<file path="src/rtl/power_pkg.sv">
// Shared types and helpers for the iterative integer power units.
package power_pkg;

   typedef enum logic [1:0] {
      IDLE = 2'd0,
      MUL  = 2'd1,
      DONE = 2'd2
   } state_t;

   // Result width that holds (2^w-1)^max_exp without truncation.
   function automatic int calc_y_w(input int w, input int max_exp);
      return w * max_exp;
   endfunction

endpackage

</file>
<file path="src/rtl/power_seq.sv">
// Iterative y = x^e behind a valid/ready handshake: one multiply per cycle
// in MUL, result and error flag held in DONE until accepted.
module power_seq
   import power_pkg::*;
#(
   parameter  int W       = 7,
   parameter  int MAX_EXP = 3,
   parameter  int EXP_W   = 3,
   localparam int Y_W     = calc_y_w(W, MAX_EXP)
) (
   input  logic             clk,
   input  logic             rst,
   input  logic             in_valid,
   output logic             in_ready,
   input  logic [W-1:0]     x,
   input  logic [EXP_W-1:0] e,
   output logic             out_valid,
   input  logic             out_ready,
   output logic [Y_W-1:0]   y,
   output logic             err
);

   state_t           state, state_nxt;
   logic [Y_W-1:0]   acc, acc_nxt;
   logic [W-1:0]     xr, xr_nxt;
   logic [EXP_W-1:0] rem, rem_nxt;
   logic             err_flag, err_nxt;
   logic             accept;
   logic             bad_exp;

   assign in_ready  = (state == IDLE);
   assign out_valid = (state == DONE);
   assign y         = acc;
   assign err       = err_flag;

   assign accept  = in_valid && in_ready;
   assign bad_exp = 32'(e) > MAX_EXP;

   always_comb begin
      state_nxt = state;
      acc_nxt   = acc;
      xr_nxt    = xr;
      rem_nxt   = rem;
      err_nxt   = err_flag;
      case (state)
         IDLE: begin
            if (accept) begin
               xr_nxt = x;
               if (bad_exp) begin
                  acc_nxt   = '0;
                  err_nxt   = 1'b1;
                  state_nxt = DONE;
               end else if (e == '0) begin
                  acc_nxt   = Y_W'(1);
                  state_nxt = DONE;
               end else if (e == EXP_W'(1)) begin
                  acc_nxt   = Y_W'(x);
                  state_nxt = DONE;
               end else begin
                  acc_nxt   = Y_W'(x);
                  rem_nxt   = e - EXP_W'(1);
                  state_nxt = MUL;
               end
            end
         end
         MUL: begin
            // Truncation is lossless for legal exponents by choice of Y_W.
            acc_nxt = acc * Y_W'(xr);
            rem_nxt = rem - EXP_W'(1);
            if (rem == EXP_W'(1))
               state_nxt = DONE;
         end
         DONE: begin
            if (out_ready) begin
               err_nxt   = 1'b0;
               state_nxt = IDLE;
            end
         end
         default: state_nxt = IDLE;
      endcase
   end

   always_ff @(posedge clk) begin
      if (rst) begin
         state    <= IDLE;
         acc      <= '0;
         xr       <= '0;
         rem      <= '0;
         err_flag <= 1'b0;
      end else begin
         state    <= state_nxt;
         acc      <= acc_nxt;
         xr       <= xr_nxt;
         rem      <= rem_nxt;
         err_flag <= err_nxt;
      end
   end

endmodule

</file>
<file path="config.mk">
export PLATFORM = sky130hd
export DESIGN_NAME = power_seq
export DESIGN_NICKNAME = d
export VERILOG_FILES = /design/src/rtl/power_pkg.sv /design/src/rtl/power_seq.sv
export SDC_FILE = /design/constraint.sdc
export NUM_CORES = 1
export LEC_CHECK = 0
export BUFFER_PORTS_ARGS = -buffer_cell sky130_fd_sc_hd__buf_4
export CAP_MARGIN = 20
export CORE_MARGIN = 2
export CORE_UTILIZATION = 55
export DETAILED_ROUTE_END_ITERATION = 12
export PLACE_DENSITY = 0.74
export SYNTH_ARGS = -nofsm -noshare
export SYNTH_HDL_FRONTEND = slang
export SYNTH_SLANG_ARGS = --single-unit
</file>
<file path="constraint.sdc">
create_clock -name clk -period 5.5 [get_ports clk]
set_input_delay 1.1 -clock clk [delete_from_list [all_inputs] [get_ports clk]]
set_output_delay 1.1 -clock clk [all_outputs]
set_load 0.01 [all_outputs]
</file>
==> flow_summary.toml <==
[sta]
rsz0062_at_grt = "false"
final.setup_skew_ns = 0.00692
hold_vio_cnt_final = 0
setup_total_negative_slack_ns = 0
timing_max_transition_violations_final = 0
timing.slew.headroom_pct = 38.4
layout_min_cycle_time_ns = 4.92
setup_violations = 0
worst_slew_pin_slew_ns = 0.923
final_min_period_over_clock_period_pct = 89.5
max_freq_ghz = 0.203

[clock_tree]
cts_resized = 0
cts_tree = "yes"
cts.reportedPaths.clkPinSlew_ns = 0.07
root_buffer = "sky130_fd_sc_hd__clkbuf_8"
holdBufCountCts = 0
clock_latency_ns = 0.28
post_cts.repair.setup_buffers = 0
cts-buffers-inserted = 5
clock_path_buffers = 2
cts_max_level = 2
clock_sinks = 34

[power_and_ir_drop]
power_frac_clock_pct = 31.7
total_switching_power_uw = 196
worst_ir_drop_vdd_uv = 195
p_per_area_nw_per_um2 = 111
power.sequential.fraction_pct = 47.5
cell_internal_pwr_uw = 412
power.share.combinational_pct = 20.8
leakage_uw = 0.00272
power_switching_share_pct = 32.3

[placement]
post_dp_cell_area_um2 = 5400
buffer_ports.inserted = 37
place_hpwl_um = 9440
globalplace.congestion = 0.876

[worst_setup_path]
critical_path_peak_fanout = 18
worstPathRequired_ns = 5.68
worst_setup_path_end_kind = "flop"
critPathArrivalTime_ns = 5.10
startpoint_type = "flop"
criticalPathCategory = "reg2reg"

[grt]
grt_pass1_wl_um = 21200
via_count_of_the_first_global_routing_pass = 4412
grt_usage_pct = 26.3
globalRoute.totalOverflow = 0
antenna_found_initial = 0
grt_start_max_net_pins = 29

[run]
drv_cap = 0

[route]
drcViolationCount = 0
route.antenna.remaining_nets = 0
route.vias.total = 4059
routed_wl_um = 11800
drt-vias-per-instance = 5.65
wire_per_inst_um = 16.4
drt_pre_antenna_iters = 5
first_iter_violations = 227

[floorplan]
die-width_um = 99.8
die_h_um = 99.8
initial_cell_density_of_the_core_pct = 57.3
row_count = 34
floorplan.die_area_um2 = 9960
pin_count = 38
core_area_um2 = 8810

[layout]
layout_cells_sized_above_1_pct = 9.33
multi_input_gate_area_um2 = 3950
synthToLayoutAreaGrowth_pct = 8.70
fin_area_um2 = 5490
seq_area_um2 = 681
fill_cells = 771
antenna-diode-count = 0
final_core_utilization_pct = 62.3
nets_final = 734

[synthesis]
postSynthAreaPerCell_um2 = 8.66
synth_common_cells = "sky130_fd_sc_hd__and2_1, sky130_fd_sc_hd__inv_1, sky130_fd_sc_hd__fa_1"
count_of_flip_flops_with_a_built_in_enable_after_synthesis = 0
yosys_register_bits = 34
postSynth.asyncResetShare_pct = 0
synthFlopType = "sky130_fd_sc_hd__dfxtp_1"
syn-cell-area_um2 = 5050
postSynthCellCount = 583
synth_warn = 0
mappedNetlistNets = 707
synth_area_leader_cell = "sky130_fd_sc_hd__fa_1"
cell_with_the_most_instances_after_synthesis = "sky130_fd_sc_hd__and2_1"
ys_types = 50
synth.top_cells.by_area = "sky130_fd_sc_hd__fa_1, sky130_fd_sc_hd__dfxtp_1, sky130_fd_sc_hd__and2_1, sky130_fd_sc_hd__ha_1, sky130_fd_sc_hd__inv_1"
yosysSeqAreaShare_pct = 13.5
synth.top_cell.area_share_pct = 30.5

[worst_hold_path]
timing.hold.worst.class = "reg2reg"

[status]
run_status = "finished, final reports clean"
## registers in the layout, summed over array words and instances (netlist names)
signal and cells:
err 1, xr 7, rem 3, state 2, y 21
## power groups by stage
| stage | sequential [µW] | combinational (µW) | clock (µW) |
|---|---|---|---|
| floorplan | 274 | 94.3 | 0 |
| global placement | 293 | 123 | 0 |
| detailed placement | 294 | 126 | 0 |
| CTS | 289 | 127 | 194 |
| global route | 292 | 143 | 206 |
| finish | 289 | 127 | 193 |
## layer usage
layer	GRT usage (%)	routed length, µm
met5	0	0
met4	5.27	113
met3	1.95	447
met2	45.0	5730
met1	37.4	5520
## layout by cell type (no fill, tap or decap), drive strengths merged, types with 5 or more instances in the layout
master,n
and2,94
inv,89
fa,77
nand2,60
buf,40
dfxtp,34
ha,33
a21oi,30
nor2,28
xnor2,21
o21ai,10
a22o,8
nor3,8
a211oi,7
clkbuf,7
xor2,6
nand2b,5
a21o,5
a22oi,5
## logic make-up after synthesis
logic type,synth area share (%)
flip-flops,13.5
XOR/XNOR,4.68
buffers and inverters,8.35
AO/OA/AOI/OAI,12.4
adder cells (fa/ha/maj),38.7
AND/OR/NAND/NOR,22.4
## final cells by class
type                    count  area share (%)
clock buffers               7            1.57
clock inverters             1          0.0912
inverters                  89            6.09
multi-input cells         440            71.9
flip-flops and latches     34            12.4
well taps                 108            2.46
repair buffers             40            5.47
## metrics by stage
step	power, µW	std cells	hold WS [ns]	setup WS (ns)
after CTS	610	719	0.491	0.562
after global routing	642	719	0.512	0.321
after floorplan	369	583	0.457	0.882
final	608	719	0.487	0.577
after global placement	416	711	0.454	0.626
after detailed placement	421	711	0.472	0.576
## critical path, stage by stage (launching register included)
cell                       delay, ns
sky130_fd_sc_hd__dfxtp_1        0.75
sky130_fd_sc_hd__and2_1         0.24
sky130_fd_sc_hd__fa_1           0.44
sky130_fd_sc_hd__fa_1           0.54
sky130_fd_sc_hd__fa_1           0.55
sky130_fd_sc_hd__inv_1          0.05
sky130_fd_sc_hd__fa_1           0.54
sky130_fd_sc_hd__inv_1          0.05
sky130_fd_sc_hd__ha_1           0.35
sky130_fd_sc_hd__a21o_1         0.18
sky130_fd_sc_hd__a21oi_1        0.14
sky130_fd_sc_hd__nor2b_1        0.07
sky130_fd_sc_hd__o31a_1         0.31
sky130_fd_sc_hd__nor3_1         0.27
sky130_fd_sc_hd__o211ai_1       0.15
sky130_fd_sc_hd__a22o_1         0.19
## final timing paths
kind	start	to	slack, ns	cells after the start
worst min register to register	err	err	0.49	1
worst max register to register	xr[4]	y[17]	0.58	15
worst min-delay path	err	err	0.49	1
worst max-delay path	xr[4]	y[17]	0.58	15
No activity file was read; power rests on OpenSTA's default activity.
